**src/rtl/uart_pkg.sv**
```systemverilog
// Shared types and constants for the UART receive controller slice.
package uart_pkg;

  localparam int UART_WIDTH        = 8;
  localparam int UART_CLKS_PER_BIT = 10417;
  // Idle line length, in bit times, that triggers the optional receive timeout
  localparam int TIMEOUT_BITS      = 4;

  typedef enum logic [1:0] {
    IDLE    = 2'd0,
    ACTIVE  = 2'd1,
    COMMIT  = 2'd2,
    RECOVER = 2'd3
  } ctrl_state_t;

endpackage

```
**src/rtl/uart_rx_ctrl_if.sv**
```systemverilog
// Valid/ready byte stream from the receive controller to its consumer.
interface uart_rx_ctrl_if #(
  parameter int WIDTH = 8
) ();

  logic [WIDTH-1:0] m_data;
  logic             m_valid;
  logic             m_ready;

  modport master (output m_data, output m_valid, input m_ready);
  modport slave  (input m_data, input m_valid, output m_ready);

endinterface

```
**src/rtl/uart_rx_fifo.sv**
```systemverilog
// Small first-word-fall-through FIFO holding received bytes.
// DEPTH must be a power of two so the pointers wrap on their own.
module uart_rx_fifo #(
  parameter int WIDTH = 8,
  parameter int DEPTH = 4
) (
  input  logic                   clk,
  input  logic                   reset,
  input  logic                   push,
  input  logic                   pop,
  input  logic [WIDTH-1:0]       wdata,
  output logic                   full,
  output logic                   empty,
  output logic [$clog2(DEPTH):0] level,
  output logic [WIDTH-1:0]       rdata
);

  localparam int PTR_W = $clog2(DEPTH);
  localparam int LVL_W = PTR_W + 1;

  logic [WIDTH-1:0] mem [DEPTH];
  logic [PTR_W-1:0] wr_ptr;
  logic [PTR_W-1:0] rd_ptr;
  logic             do_push;
  logic             do_pop;

  assign empty   = (level == '0);
  assign full    = (level == LVL_W'(DEPTH));
  assign do_pop  = pop & ~empty;
  // A pop in the same cycle frees a slot, so a push into a full FIFO still lands
  assign do_push = push & (~full | do_pop);
  assign rdata   = empty ? '0 : mem[rd_ptr];

  // Storage write; contents need no reset because reads are gated by level
  always_ff @(posedge clk) begin
    if (do_push) begin
      mem[wr_ptr] <= wdata;
    end
  end

  // Pointer and occupancy bookkeeping
  always_ff @(posedge clk or negedge reset) begin
    if (!reset) begin
      wr_ptr <= '0;
      rd_ptr <= '0;
      level  <= '0;
    end else begin
      if (do_push) begin
        wr_ptr <= wr_ptr + PTR_W'(1);
      end
      if (do_pop) begin
        rd_ptr <= rd_ptr + PTR_W'(1);
      end
      case ({do_push, do_pop})
        2'b10:   level <= level + LVL_W'(1);
        2'b01:   level <= level - LVL_W'(1);
        default: level <= level;
      endcase
    end
  end

endmodule

```
**src/rtl/uart_rx_ctrl.sv**
```systemverilog
// Receive-path sequencer: follows UART_RX strobes, buffers good bytes in a
// FIFO, counts overrun/framing errors and waits one idle bit time after an
// error before accepting another frame.
// Optional receive timeout pulse is built when UART_RX_CTRL_TIMEOUT_EN is defined.
module uart_rx_ctrl
  import uart_pkg::*;
#(
  parameter int WIDTH        = UART_WIDTH,
  parameter int DEPTH        = 4,
  parameter int CLKS_PER_BIT = UART_CLKS_PER_BIT,
  parameter int CNT_W        = 8
) (
  input  logic                   clk,
  input  logic                   reset,
  input  logic                   en,
  input  logic                   rx_line,
  input  logic [WIDTH-1:0]       rx_data,
  input  logic                   rx_valid,
  input  logic                   rx_busy,
  input  logic                   rx_frame_err,
  uart_rx_ctrl_if.master         m,
  output logic [$clog2(DEPTH):0] fifo_level,
  output logic [CNT_W-1:0]       overrun_cnt,
  output logic [CNT_W-1:0]       ferr_cnt,
  input  logic                   clr_stats
`ifdef UART_RX_CTRL_TIMEOUT_EN
  ,
  output logic                   rx_timeout
`endif
);

  localparam int BIT_CNT_W = $clog2(CLKS_PER_BIT);

  ctrl_state_t          state;
  ctrl_state_t          state_next;
  logic [WIDTH-1:0]     data_q;
  logic [BIT_CNT_W-1:0] bit_cnt;
  logic                 latch_en;
  logic                 ferr_hit;
  logic                 commit;
  logic                 recover_done;
  logic                 fifo_full;
  logic                 fifo_empty;
  logic                 fifo_pop;
  logic                 overrun_hit;
  logic [WIDTH-1:0]     fifo_head;

  assign recover_done = rx_line & (bit_cnt == BIT_CNT_W'(CLKS_PER_BIT - 1));
  assign fifo_pop     = m.m_ready & ~fifo_empty;
  assign overrun_hit  = commit & fifo_full & ~fifo_pop;

  assign m.m_valid = ~fifo_empty;
  assign m.m_data  = fifo_head;

  uart_rx_fifo #(
    .WIDTH (WIDTH),
    .DEPTH (DEPTH)
  ) u_fifo (
    .clk   (clk),
    .reset (reset),
    .push  (commit),
    .pop   (m.m_ready),
    .wdata (data_q),
    .full  (fifo_full),
    .empty (fifo_empty),
    .level (fifo_level),
    .rdata (fifo_head)
  );

  // State register
  always_ff @(posedge clk or negedge reset) begin
    if (!reset) begin
      state <= IDLE;
    end else begin
      state <= state_next;
    end
  end

  // Next state and per-state strobes; a framing error beats a coincident byte
  always_comb begin
    state_next = state;
    latch_en   = 1'b0;
    ferr_hit   = 1'b0;
    commit     = 1'b0;
    case (state)
      IDLE: begin
        if (en && rx_busy) begin
          state_next = ACTIVE;
        end
      end
      ACTIVE: begin
        if (rx_frame_err) begin
          state_next = RECOVER;
          ferr_hit   = 1'b1;
        end else if (rx_valid) begin
          state_next = COMMIT;
          latch_en   = 1'b1;
        end else if (!rx_busy) begin
          state_next = IDLE;
        end
      end
      COMMIT: begin
        commit     = 1'b1;
        state_next = IDLE;
      end
      RECOVER: begin
        if (recover_done) begin
          state_next = IDLE;
        end
      end
      default: state_next = IDLE;
    endcase
  end

  // Hold the received byte for the commit cycle
  always_ff @(posedge clk or negedge reset) begin
    if (!reset) begin
      data_q <= '0;
    end else if (latch_en) begin
      data_q <= rx_data;
    end
  end

  // Idle-line bit timer used while recovering; any low sample restarts it
  always_ff @(posedge clk or negedge reset) begin
    if (!reset) begin
      bit_cnt <= '0;
    end else if (state != RECOVER || !rx_line) begin
      bit_cnt <= '0;
    end else begin
      bit_cnt <= bit_cnt + BIT_CNT_W'(1);
    end
  end

  // Saturating error counters; a clear takes priority over an increment
  always_ff @(posedge clk or negedge reset) begin
    if (!reset) begin
      overrun_cnt <= '0;
      ferr_cnt    <= '0;
    end else if (clr_stats) begin
      overrun_cnt <= '0;
      ferr_cnt    <= '0;
    end else begin
      if (overrun_hit && overrun_cnt != '1) begin
        overrun_cnt <= overrun_cnt + CNT_W'(1);
      end
      if (ferr_hit && ferr_cnt != '1) begin
        ferr_cnt <= ferr_cnt + CNT_W'(1);
      end
    end
  end

`ifdef UART_RX_CTRL_TIMEOUT_EN
  localparam int TMO_LIMIT = TIMEOUT_BITS * CLKS_PER_BIT;
  localparam int TMO_W     = $clog2(TMO_LIMIT + 1);

  logic [TMO_W-1:0] tmo_cnt;
  logic             tmo_armed;
  logic             busy_q;
  logic             busy_rise;
  logic             push_ok;

  assign busy_rise = rx_busy & ~busy_q;
  assign push_ok   = commit & ~overrun_hit;

  // Idle timeout: fires once per committed byte while data sits unread
  always_ff @(posedge clk or negedge reset) begin
    if (!reset) begin
      tmo_cnt    <= '0;
      tmo_armed  <= 1'b1;
      busy_q     <= 1'b0;
      rx_timeout <= 1'b0;
    end else begin
      busy_q     <= rx_busy;
      rx_timeout <= 1'b0;
      if (busy_rise || fifo_empty) begin
        tmo_cnt <= '0;
      end else if (state == IDLE && rx_line && tmo_armed) begin
        if (tmo_cnt == TMO_W'(TMO_LIMIT - 1)) begin
          rx_timeout <= 1'b1;
          tmo_armed  <= 1'b0;
          tmo_cnt    <= '0;
        end else begin
          tmo_cnt <= tmo_cnt + TMO_W'(1);
        end
      end
      if (push_ok || fifo_empty) begin
        tmo_armed <= 1'b1;
      end
    end
  end
`endif

endmodule

```
**src/flat_wrapper.sv**
```systemverilog
// flat-port wrapper written by rule: the top's interface ports become plain ports
module uart_rx_ctrl_flat import uart_pkg::*;
#(
  parameter int WIDTH        = UART_WIDTH,
  parameter int DEPTH        = 4,
  parameter int CLKS_PER_BIT = UART_CLKS_PER_BIT,
  parameter int CNT_W        = 8
)
  (clk, reset, en, rx_line, rx_data, rx_valid, rx_busy, rx_frame_err, fifo_level, overrun_cnt, ferr_cnt, clr_stats, m_m_data, m_m_valid, m_m_ready);
  uart_rx_ctrl_if #(.WIDTH(WIDTH)) m_i ();
  input  logic clk;
  input  logic reset;
  input  logic en;
  input  logic rx_line;
  input  logic [WIDTH-1:0] rx_data;
  input  logic rx_valid;
  input  logic rx_busy;
  input  logic rx_frame_err;
  output logic [$clog2(DEPTH):0] fifo_level;
  output logic [CNT_W-1:0] overrun_cnt;
  output logic [CNT_W-1:0] ferr_cnt;
  input  logic clr_stats;
  output wire logic [$bits(m_i.m_data)-1:0] m_m_data;
  output wire logic [$bits(m_i.m_valid)-1:0] m_m_valid;
  input wire logic [$bits(m_i.m_ready)-1:0] m_m_ready;
  assign m_m_data = m_i.m_data;
  assign m_m_valid = m_i.m_valid;
  assign m_i.m_ready = m_m_ready;
  uart_rx_ctrl #(.WIDTH(WIDTH), .DEPTH(DEPTH), .CLKS_PER_BIT(CLKS_PER_BIT), .CNT_W(CNT_W)) u_core (.clk(clk), .reset(reset), .en(en), .rx_line(rx_line), .rx_data(rx_data), .rx_valid(rx_valid), .rx_busy(rx_busy), .rx_frame_err(rx_frame_err), .m(m_i), .fifo_level(fifo_level), .overrun_cnt(overrun_cnt), .ferr_cnt(ferr_cnt), .clr_stats(clr_stats));
endmodule
```
**config.mk**
```make
export PLATFORM = sky130hd
export DESIGN_NAME = uart_rx_ctrl_flat
export DESIGN_NICKNAME = d
export VERILOG_FILES = /design/src/rtl/uart_pkg.sv /design/src/rtl/uart_rx_ctrl_if.sv /design/src/rtl/uart_rx_fifo.sv /design/src/rtl/uart_rx_ctrl.sv /design/src/flat_wrapper.sv
export SDC_FILE = /design/constraint.sdc
export NUM_CORES = 1
export LEC_CHECK = 0
export ABC_AREA = 0
export ABC_CLOCK_PERIOD_IN_PS = 3200
export CORE_ASPECT_RATIO = 0.5
export CORE_UTILIZATION = 35
export DETAILED_ROUTE_END_ITERATION = 10
export SLEW_MARGIN = 0
export SYNTH_ARGS = -nofsm -noshare
export SYNTH_HDL_FRONTEND = slang
export SYNTH_HIERARCHICAL = 1
export SYNTH_SLANG_ARGS = --single-unit
```
**constraint.sdc**
```tcl
create_clock -name clk -period 3.2 [get_ports clk]
set_clock_uncertainty 0.15 [all_clocks]
set_input_delay 0.32 -clock clk [delete_from_list [all_inputs] [get_ports clk]]
set_output_delay 0.32 -clock clk [all_outputs]
set_load 0.05 [all_outputs]
```
Yosys cells after proc, flatten, opt, wreduce, memory -nomap -nowiden. Memories as Yosys holds them, arrays and structs flattened. Cells that the tools add are included. W data, S select, Z words.

Add/subtract/negate cells: 7. Equality and inequality tests: 13. Mux-type cells: 21. Bitwise gates (word level): 9. Reductions and logical operators: 11.

Operators with widths (count): $mux W8 (5); $add A8 B1 Y8 const B (2); $ne A8 B8 Y1 const B (2); $add A14 B1 Y14 const B (1); $eq A14 B14 Y1 const B (1); $mux W14 (1); $mux W2 (5); $mux W1 (8); $pmux W2 S4 (1); $eq A2 B2 Y1 const B (3); $pmux W3 S2 (1); $reduce_bool A2 Y1 (3); $and A1 B1 Y1 (5); $add A2 B1 Y2 const B (2); $eq A2 B1 Y1 const B (2); $ne A2 B1 Y1 const B (2); $ne A4 B4 Y1 const B (1); $add A3 B1 Y3 const B (1); $eq A3 B3 Y1 const B (1); $logic_and A1 B1 Y1 (3); $logic_not A3 Y1 (1); $not A1 Y1 (3); $reduce_and A3 Y1 (1); $sub A3 B1 Y3 const B (1); other kinds (5) (5).

Bits in registers: 47. RAM bits: 32. Input bits: 17. Output and inout port bits: 28. Logic and storage cells: 70. Memories: 1.

Memories: u_core.u_fifo.mem (words 4, bits a word 8, rd ports 1, clocked after memory_dff 0, wr ports 1, RTL line uart_rx_fifo.sv:21) `logic [WIDTH-1:0] mem [DEPTH];`.

Longest topological paths before layout. Gate-level depths: netlist of the first run.

Word-level depth: 8. Depth in mapped cells: 9. Mapped depth without buffers: 9.

Cells and area by module. Netlist of the first run, hierarchy kept.

Modules (own cells, without submodules): uart_rx_ctrl (instances 1, cells an instance 194, area an instance 2024.4 um^2, seq. area each 1001.0 um^2); uart_rx_fifo (instances 1, cells an instance 90, area an instance 1645.3 um^2, seq. area each 1136.1 um^2).

Least setup slack after synthesis of the first run. Ideal clock, no wire load.

Path type: register to register. Start point: register u_core.u_fifo.level[2]. End point: register u_core.u_fifo.level[2]. Library setup time: 82 ps. Data arrival time: 2298 ps. Required time: 2968 ps. Setup slack: 670 ps. Cell stages (with the launch flop): 10. Path buffers: 0. Period minus slack after synthesis: 2530 ps. Path through: dfrtp_1 or3b_1 o21a_4 inv_1 ha_1 inv_1 fa_1 xor2_1 nor2_1 xor2_1.

Longest elaborated chain between the ends: 7. Elaborated cells between the ends (all ways): 13. Classes of those cells: 2 x add/sub; 3 x eq/ne; 1 x mux; 5 x bitwise; 2 x reduce/logical.

RTL lines: start, declared (RTL line uart_rx_fifo.sv:14) `output logic [$clog2(DEPTH):0] level,`; start signal, assigned (RTL line uart_rx_fifo.sv:55) `2'b10: level <= level + LVL_W'(1);`; start signal, assigned (RTL line uart_rx_fifo.sv:56) `2'b01: level <= level - LVL_W'(1);`; start signal, assigned (RTL line uart_rx_fifo.sv:57) `default: level <= level;`; $logic_not A3 Y1 (RTL line uart_rx_fifo.sv:27) `assign empty = (level == '0);`; $not A1 Y1 (RTL line uart_rx_fifo.sv:29) `assign do_pop = pop & ~empty;`; $and A1 B1 Y1 (RTL line uart_rx_fifo.sv:29); $or A1 B1 Y1 (RTL line uart_rx_fifo.sv:31) `assign do_push = push & (~full | do_pop);`; $and A1 B1 Y1 (RTL line uart_rx_fifo.sv:31); $eq A2 B1 Y1 / $eq A2 B2 Y1 (equally long branches) (RTL line uart_rx_fifo.sv:54) `case ({do_push, do_pop})`; $pmux W3 S2 / $reduce_bool A2 Y1 (equally long branches).

Parallel ways exist; a longest one is shown, timed or not. A chain may end at the register's enable or synchronous reset.

Final worst setup path of the first run.
Start point: register u_core.u_fifo.rd_ptr[0]. End point: output m_m_data[6].

Longest elaborated chain between the ends: 2.

RTL lines: start, declared (RTL line uart_rx_fifo.sv:23) `logic [PTR_W-1:0] rd_ptr;`; start signal, assigned (RTL line uart_rx_fifo.sv:52) `rd_ptr <= rd_ptr + PTR_W'(1);`; $mem_v2 Z4 W8; $mux W8 (RTL line uart_rx_fifo.sv:32) `assign rdata = empty ? '0 : mem[rd_ptr];`; end, declared (RTL line flat_wrapper.sv:23) `output wire logic [$bits(m_i.m_data)-1:0] m_m_data;`.

Every way passes these cells.

==> results of run 1 <==
==> power by group through the flow <==
stage	clock [mW]	combinational (mW)	sequential (mW)
detailed placement	0	1.29	1.53
CTS	1.00	1.30	1.51
finish	0.974	1.28	1.50
floorplan	0	0.885	1.52
global route	1.04	1.37	1.54
global placement	0	1.28	1.51
==> worst max-delay path, cell delays in order, from the launching register on <==
cell,delay (ps)
dfrtp_1,510
buf_4,230
mux4_2,500
and2_1,170
clkdlybuf4s50_1,690
==> sequential cells by signal (all words and copies together) (netlist names) <==
register	flops
u_core/u_fifo/mem	32
u_core/bit_cnt	14
u_core/data_q	8
u_core/ferr_cnt	8
u_core/overrun_cnt	8
u_core/u_fifo/level	3
u_core/state	2
u_core/u_fifo/rd_ptr	2
u_core/u_fifo/wr_ptr	2
==> cells in the final DEF, fill, tap and decap left out, types with 4 or more instances in the layout <==
cell type,instances
nand3_1,13
xor2_1,14
ha_1,9
clkdlybuf4s50_1,43
and2_2,4
and3_1,4
dfrtp_1,47
mux4_2,8
mux2_2,11
nand2_1,8
nand2b_1,4
mux2i_1,5
and4_1,4
clkbuf_16,9
nand4_1,8
edfxtp_1,32
nor2_1,25
a21oi_1,7
xnor2_1,6
inv_1,14
nor2b_1,4
and2_1,10
==> cells by family (layout without fill, tap and decap cells) <==
group | count (synthesis) | count (layout)
fa+ha+maj | 10 | 10
xor+xnor | 20 | 20
simple gates | 104 | 104
mux | 25 | 25
flops | 79 | 79
compound gates | 25 | 25
buf+inv | 21 | 75
==> worst paths after layout <==
check / endpoint / depth (start not counted)
setup / recovery: m_m_data[6] / 4
hold / removal: u_core/bit_cnt[10] / 1
max in group asynchronous: u_core/data_q[2] / 1
setup reg to reg: u_core/overrun_cnt[5] / 6
hold reg to reg: u_core/bit_cnt[0] / 1
min in group clk: u_core/bit_cnt[0] / 1
==> cell type report <==
class                      count  area share, %
clock buffer                  10           5.26
clock inverter                 6           1.13
inverter                      14           1.16
multi-input combinational    184           32.0
sequential                    79           47.0
tap                          135           3.72
timing repair buffer          45           9.75
==> routing by layer <==
layer,GRT usage (%),part of all wire (%),vias to the layer above
li1,-,-,1130
met1,17.1,48,1171
met2,25.2,48,35
met3,3.74,2.7,10
met4,7.41,1.6,0
met5,0,0,-
==> metrics.md, run 1 <==
| Metric | Value |
|---|---|
| Synth Area in Compound Gates | between 4 and 5% |
| Syn_area_per_cell | 12.9 µm² |
| Total detailed-routing wirelength | about 7200 µm |
| Setup TNS | 0 ps |
| Yosys Warn Count | 6 |
| Chip Width | around 150 µm |
| Synth cell count leaders | dfrtp_1, edfxtp_1, nor2_1, inv_1, xor2_1 |
| # IOs | 45 |
| Setup-failing EPs final | 0 |
| Placer Congestion | slightly below 0.8 |
| Crit start category | register |
| Synth Area in Adders | 3.61% |
| Initial Utilization | between 30% and 40% |
| Gr usage total | approximately 14% |
| Clock tree buffer depth | 2 |
| NetSw | around 1.3 mW |
| Worst hold slack | about 16 ps |
| Die H | around 74 µm |
| CP Capture Type | output pin |
| Post-synthesis cell count | between 200 and 300 |
| Layout cells sized above 1 | around 15% |
| Most numerous cell in the Yosys netlist | dfrtp_1 |
| Fin nets | 360 |
| Largest net degree at the start of global routing | 48 |
| Synth Cell Area | 0.00367 mm² |
| Slew @ Worst Pin | 1090 ps |
| Seq/Total Area, Yosys | roughly three fifths |
| P_int | between 2 and 2.5 mW |
| PortBufs | 44 |
| Synth area leader | dfrtp_1 |
| Hpwl dp | 4790 µm |
| Power Total | 3.76 mW |
| Seq. cell area | 0.00214 mm² |
| Initial antenna violation count | 0 |
| Root Buffer | clkbuf_16 |
| Minimum clock period | approximately 2900 ps |
| Worst reg2reg path startpoint | u_core/u_fifo/level[0] |
| CTS tree | built |
| Diode count | 0 |
| Asr flop ratio synth | 59.5% |
| Syn-to-layout area delta | 23.8% |
| Post-CTS Setup Inserts | 0 |
| Slew Viols, Final | 0 |
| DR WL/cell | roughly 15 µm |
| DR iter-0 viols | about 130 |
| Yosys reg bits | 79 |
| Final Core Density | between 40 and 50% |
| Vias | ~2.3k |
| Top cell type's share of synthesized area | 32.0% |
| H-tree depth | 3 |
| CP Data Required Time | approximately 2700 ps |
| Hold crit path type | input pin to asynchronous set/reset pin |
| Clock Power Share | between 20% and 30% |
| Simple-gate share of the synthesized area | 16.4% |
| Cts bufs inserted | 9 |
| Post-synthesis net count | 311 |
| Clock sink total | just under 80 |
| Rows | 25 |
| Core area | between 0.009 and 0.01 mm² |
| PwrDens | 826 mW/mm² |
| Max cap viols | 0 |
| Vias in the first global route | 2444 |
| Die Area | roughly 0.011 mm² |
| Worst slew margin | between 20% and 30% |
| Largest family of logic cells by synthesized area | simple AND/OR/NAND/NOR gates |
| Routed vias/inst | 4.96 |
| Prevailing post-synth register cell | dfrtp_1 |
| Final period utilization | about nine tenths |
| Synth Area in XOR/XNOR | approximately 4.8% |
| EDFF count, synth | 32 |
| Placed Cells | 457 |
| Worst skew pair latency | 340 ps |
| Setup CP Type | register to output pin |
| Arr. time, crit path | roughly 2400 ps |
| Post-DRT Antenna Nets | 0 |
| RSZ-0062 raised after global routing | false |
| Pre-CTS setup slack | just over 600 ps |
| Critical-path maximum fanout | 6 |
| Multi-input gate area | approximately 0.0015 mm² |
| Reg2reg setup slack | 620 ps |
| Unique masters post-synth | between 40 and 50 |
| Grt total ovfl | 0 |
| Final Worst Setup Slack | roughly 290 ps |
| DRC violations left | 0 |
| Fill cell count | 882 |
| First-pass GRT wire length | ~12000 µm |
| Mux cell area share after synthesis | 10.1% |
| Design Area, Final | about 0.0045 mm² |
| Resize count post-CTS | 0 |
| Placed instance area | around 0.0043 mm² |
| Max Clock Freq | ~340 MHz |
| Outcome | complete, no violations |
| Drt first pass iters | 4 |
| VDD IR max | between 300 and 400 µV |
| Post-CTS Hold Fix Bufs | 0 |
| Final Non-Filler Cells | ~470 |
| Hold Fails Final Rpt | 0 |
| Crit. Startpoint | u_core/u_fifo/rd_ptr[0] |
| Combinational share of power | 34.0% |
| Leakage Power | between 1.5 and 2 nW |
| Net Sw Frac | roughly 36% |
| Top post-synthesis cells by area | dfrtp_1, edfxtp_1, mux4_2 |
| Clk pin slew, worst setup/hold paths | around 60 ps |
| Seq pwr share | approximately two fifths |
(Power assumes the default switching activity.)
==> run 2, diff against run 1 <==
CORE_ASPECT_RATIO = not set   (was 0.5)
CORE_UTILIZATION = 40   (was 35)
==> metrics.md, run 2 (synthesis gave the netlist of run 1 again) <==
| Metric | Value |
|---|---|
| Largest net degree at the start of global routing | 31 |
| Hold crit path type | register to register |
| Root Buffer | clkbuf_8 |
| Worst-path cell chain | buf_4, mux4_2, and2_1, clkdlybuf4s50_1 |
| RSZ-0062 raised after global routing | false |
| Setup CP Type | register to output pin |
| Drt first pass iters | 7 |
| Worst slew margin | 50.9% |
| Biggest regs | u_core/u_fifo/mem (32), u_core/bit_cnt (14) |
| Minimum clock period | 2920 ps |
| Slowest cell on crit path | clkdlybuf4s50_1 |
| Routed vias/inst | 5.15 |
| Power Total | 3.53 mW |
| CP Capture Type | output pin |
| Post-CTS Hold Fix Bufs | 1 |
| Diode count | 0 |
| Worst hold slack | between 300 and 400 ps |
| Placer Congestion | approximately 0.75 |
| Die Area | around 0.0096 mm² |
| CP max stage delay | just under 700 ps |
| Fin nets | roughly 360 |
| PwrDens | 794 mW/mm² |
| Initial antenna violation count | 0 |
| Chip Width | between 90 and 100 µm |
| Design Area, Final | around 0.0044 mm² |
| Post-CTS Setup Inserts | 0 |
| Hpwl dp | about 4500 µm |
| Post-DRT Antenna Nets | 0 |
| Grt total ovfl | 0 |
| Commonest non-fill, non-tap cell in the layout | dfrtp_1 |
| # IOs | 45 |
| Worst reg2reg path startpoint | u_core/u_fifo/level[0] |
| Vias | ~2.3k |
| Clock sink total | 79 |
| First-pass GRT wire length | between 10000 and 15000 µm |
| Gr usage total | 15.6% |
| Leakage Power | around 1.7 nW |
| Biggest register | u_core/u_fifo/mem |
| Setup-failing EPs final | 0 |
| Crit start category | register |
| Total detailed-routing wirelength | 6850 µm |
| Setup TNS | 0 ps |
| H-tree depth | 3 |
| Syn-to-layout area delta | 21.0% |
| Max Clock Freq | 343 MHz |
| Max cap viols | 0 |
| Placed Cells | ~430 |
| Initial Utilization | around two fifths |
| CTS tree | built |
| Clock tree buffer depth | 2 |
| Outcome | complete, but fails checks |
| DR iter-0 viols | 86 |
| Vias in the first global route | around 2.3k |
| Arr. time, crit path | 2450 ps |
| Clk pin slew, worst setup/hold paths | approximately 90 ps |
| VDD IR max | roughly 340 µV |
| Core area | ~0.0088 mm² |
| Critical-path maximum fanout | 6 |
| DRC violations left | 2 |
| Worst skew pair latency | approximately 340 ps |
| Die H | just under 100 µm |
| CP Data Required Time | approximately 2700 ps |
| Slew Viols, Final | 0 |
| Cts bufs inserted | 9 |
| Slew @ Worst Pin | ~740 ps |
| DR WL/cell | around 15 µm |
| Final Non-Filler Cells | around 450 |
| Failing checks | design-rule violations |
| Max reg flops | 32 |
| Crit. Startpoint | u_core/u_fifo/rd_ptr[0] |
| Hold_sp | u_core/bit_cnt[0] |
| Rows | 34 |
| Placed instance area | around 0.0042 mm² |
| Layout cells sized above 1 | between 10 and 15% |
| Resize count post-CTS | 0 |
| Hold Fails Final Rpt | 0 |
| PortBufs | 44 |
| Most frequent cells in the layout | dfrtp_1, clkdlybuf4s50_1, edfxtp_1, nor2_1 |
| Final period utilization | roughly 91% |
==> run 2: path summary, 6_finish.rpt <==
| path | to | slack [ps] | depth (start not counted) |
|---|---|---|---|
| min reg2reg | u_core/bit_cnt[0] | 360 | 1 |
| min in group asynchronous | u_core/data_q[6] | 420 | 2 |
| max | m_m_data[1] | 280 | 4 |
| max in group asynchronous | u_core/bit_cnt[9] | 1750 | 3 |
| max reg2reg | u_core/overrun_cnt[5] | 680 | 6 |
| min | u_core/bit_cnt[0] | 360 | 1 |
==> run 2: critical path: cells and delay by family (launching register included) <==
| kind | cells | cell delay (ps) |
|---|---|---|
| DFF | 1 | 500 |
| and+or+nand+nor | 1 | 170 |
| buffers and inverters | 2 | 920 |
| muxes | 1 | 510 |
==> run 2: area by class of cell <==
cell class,count,area (µm²)
repair buffers,48,468
flip-flops and latches,79,2140
inverters,14,52.6
clock buffers,10,128
clock inverters,6,68.8
well taps,108,135
multi-input cells,184,1450
fillers,787,4360
==> run 2: power breakdown <==
group | total, mW | internal [mW] | switching, mW
clock | 0.747 | 0.367 | 0.380
sequential | 1.50 | 1.31 | 0.192
combinational | 1.28 | 0.555 | 0.724
==> run 2: through the flow <==
stage          setup slack [ps]  util (%)
3_5_place_dp                622      48.1
3_3_place_gp                634      48.1
4_1_cts                     230      50.4
5_1_grt                     172      50.4
2_1_floorplan               670         -
6_report                    284      50.4
==> run 2: layer usage <==
metal  share of wire, %  track usage [%]  vias to the layer above  wire, µm
li1                   -                -                     1133         -
met1                 50             22.1                     1139      3420
met2                 46             23.8                       32      3140
met3                2.9             3.29                        8       199
met4                1.3             5.94                        0        91
met5                  0                0                        -         0
==> run 3, diff against run 2 <==
ABC_CLOCK_PERIOD_IN_PS = 2900   (was 3200)
clock period = 2.9 ns   (was 3.2 ns; I/O delays follow)
==> metrics.md, run 3 (synthesis gave the netlist of run 1 again) <==
| Metric | Value |
|---|---|
| Biggest regs | u_core/u_fifo/mem (32), u_core/bit_cnt (14) |
| DR iter-0 viols | between 100 and 150 |
| First-pass GRT wire length | ~11000 µm |
| NetSw | between 1 and 1.5 mW |
| Biggest register | u_core/u_fifo/mem |
| Max reg flops | 32 |
| Layout cells sized above 1 | between 10% and 20% |
| Setup TNS | 0 ps |
| Slew @ Worst Pin | about 680 ps |
| Initial Utilization | approximately two fifths |
| Combinational share of power | a little over a third |
| Arr. time, crit path | 2280 ps |
| Final Worst Setup Slack | about 180 ps |
| Die H | 97.8 µm |
| Net Sw Frac | 35.7% |
| Slew Viols, Final | 0 |
| Clock sink total | slightly below 80 |
| CTS tree | built |
| Power Total | about 4.0 mW |
| Worst skew pair latency | between 300 and 400 ps |
| Vias in the first global route | about 2.3k |
| DR WL/cell | around 15 µm |
| Seq pwr share | about two fifths |
| Vias | 2310 |
| PwrDens | between 800 and 900 mW/mm² |
| Root Buffer | clkbuf_8 |
| Total detailed-routing wirelength | between 6000 and 7000 µm |
| Multi-input gate area | ~0.0015 mm² |
| Hold Fails Final Rpt | 0 |
| Initial antenna violation count | 0 |
| Met1 Track Usage GR | 20.2% |
| Largest net degree at the start of global routing | 48 |
| Most frequent cells in the layout | dfrtp_1, clkdlybuf4s50_1, edfxtp_1, nor2_1 |
| Worst reg2reg path startpoint | u_core/u_fifo/level[0] |
| Clock tree buffer depth | 2 |
| Post-DRT Antenna Nets | 0 |
| P_int | between 2 and 3 mW |
| Final period utilization | approximately 94% |
| Setup CP Type | register to output pin |
| Placed Cells | around 430 |
| Placer Congestion | 0.713 |
| Hold crit path type | register to register |
| Grt total ovfl | 0 |
| Commonest non-fill, non-tap cell in the layout | dfrtp_1 |
| Max Clock Freq | about 370 MHz |
| DRC violations left | 2 |
| RSZ-0062 raised after global routing | false |
| Hold_sp | u_core/bit_cnt[0] |
| Crit start category | register |
| Rows | 34 |
| VDD IR max | approximately 320 µV |
| Cts bufs inserted | 9 |
| Max cap viols | 0 |
| Setup-failing EPs final | 0 |
| Core area | about 0.0088 mm² |
| Resize count post-CTS | 0 |
| Seq. cell area | roughly 0.0021 mm² |
| CP Data Required Time | roughly 2500 ps |
| Final Non-Filler Cells | 450 |
| Most used routing layer | met2 |
| Gr usage total | about 15% |
| FF-to-FF path depth | 6 |
| Failing checks | design-rule violations |
| Worst hold slack | roughly 360 ps |
| Leakage Power | 1.74 nW |
| Worst slew margin | between 50 and 60% |
| Fin nets | 364 |
| # IOs | 45 |
| Minimum clock period | 2720 ps |
| Diode count | 0 |
| Die Area | between 0.009 and 0.01 mm² |
| Worst R2R End | u_core/overrun_cnt[5] |
| Hpwl dp | 4520 µm |
| Clock Power Share | 22.5% |
| Syn-to-layout area delta | 21.9% |
| Pre-CTS setup slack | about 480 ps |
| Hold worst-path end | u_core/bit_cnt[0] |
| Met2 usage in global routing | approximately a quarter |
| Chip Width | 97.8 µm |
| Critical-path maximum fanout | 11 |
| Drt first pass iters | 7 |
| Clk pin slew, worst setup/hold paths | around 80 ps |
| H-tree depth | 3 |
| Met3 Track Usage GR | ~4.5% |
| Fill cell count | 777 |
| Reg2reg setup slack | ~470 ps |
| Hold path cells | 1 |
| Outcome | complete, but fails checks |
| PortBufs | 44 |
| CP Capture Type | output pin |
| Routed vias/inst | a little over 5 |
## run 3: cell types whose count changed in the layout (fill, tap and decap cells not counted)
| cell | change |
|---|---|
| clkinv_4 | +1 |
| clkbuf_1 | -1 |
| bufinv_16 | +1 |
| buf_4 | +1 |
| clkinvlp_4 | +1 |
| inv_6 | -2 |
## run 3: how the worst max path moves through the flow
stage,startpoint,to,slack [ps],cells past startpoint
6_report,u_core/u_fifo/level[0],m_m_data[7],180,3
5_1_grt,u_core/u_fifo/level[0],m_m_data[4],90,3
4_1_cts,u_core/u_fifo/level[0],m_m_data[7],150,3
3_5_place_dp,u_core/u_fifo/level[0],u_core/overrun_cnt[5],480,6
3_3_place_gp,u_core/u_fifo/level[0],u_core/overrun_cnt[5],510,6
2_1_floorplan,u_core/u_fifo/level[2],u_core/u_fifo/level[2],370,9
## run 3: routing by layer
layer	up-vias	share of wire, %
met5	-	0
met4	0	0.65
met3	4	3.6
met2	43	48
met1	1130	48
li1	1133	-
## run 3: what timing repair did
action / CTS / global route
hold endpoints to repair: 47 / 0
setup buffers: 0 / 0
hold buffers: 1 / 0
## run 3: through the flow
| stage | area [µm²] | util (%) |
|---|---|---|
| global route | 4470 | 50.8 |
| finish | 4470 | 50.8 |
| floorplan | 3670 | - |
| detailed placement | 4240 | 48.2 |
| global placement | 4240 | 48.2 |
| CTS | 4470 | 50.8 |
## run 3: final cells by class
cell class	instances	share of cell area, %
sequential	79	47.8
clock buffer	9	2.77
timing repair buffer	49	10.6
tap	108	3.02
inverter	14	1.17
multi-input combinational	184	32.5
clock inverter	7	2.18
## run 3: worst max-delay path, cell delays in order (launching register included)
cell and delay [ps]:
dfrtp_1 430, or3_2 620, and2_1 200, clkdlybuf4s50_1 690
## run 3: power groups by stage
stage	combinational, mW	sequential (mW)	clock [mW]
2_1_floorplan	0.976	1.68	0
3_3_place_gp	1.44	1.65	0
3_5_place_dp	1.45	1.67	0
4_1_cts	1.46	1.65	0.930
5_1_grt	1.53	1.68	0.977
6_report	1.44	1.64	0.892
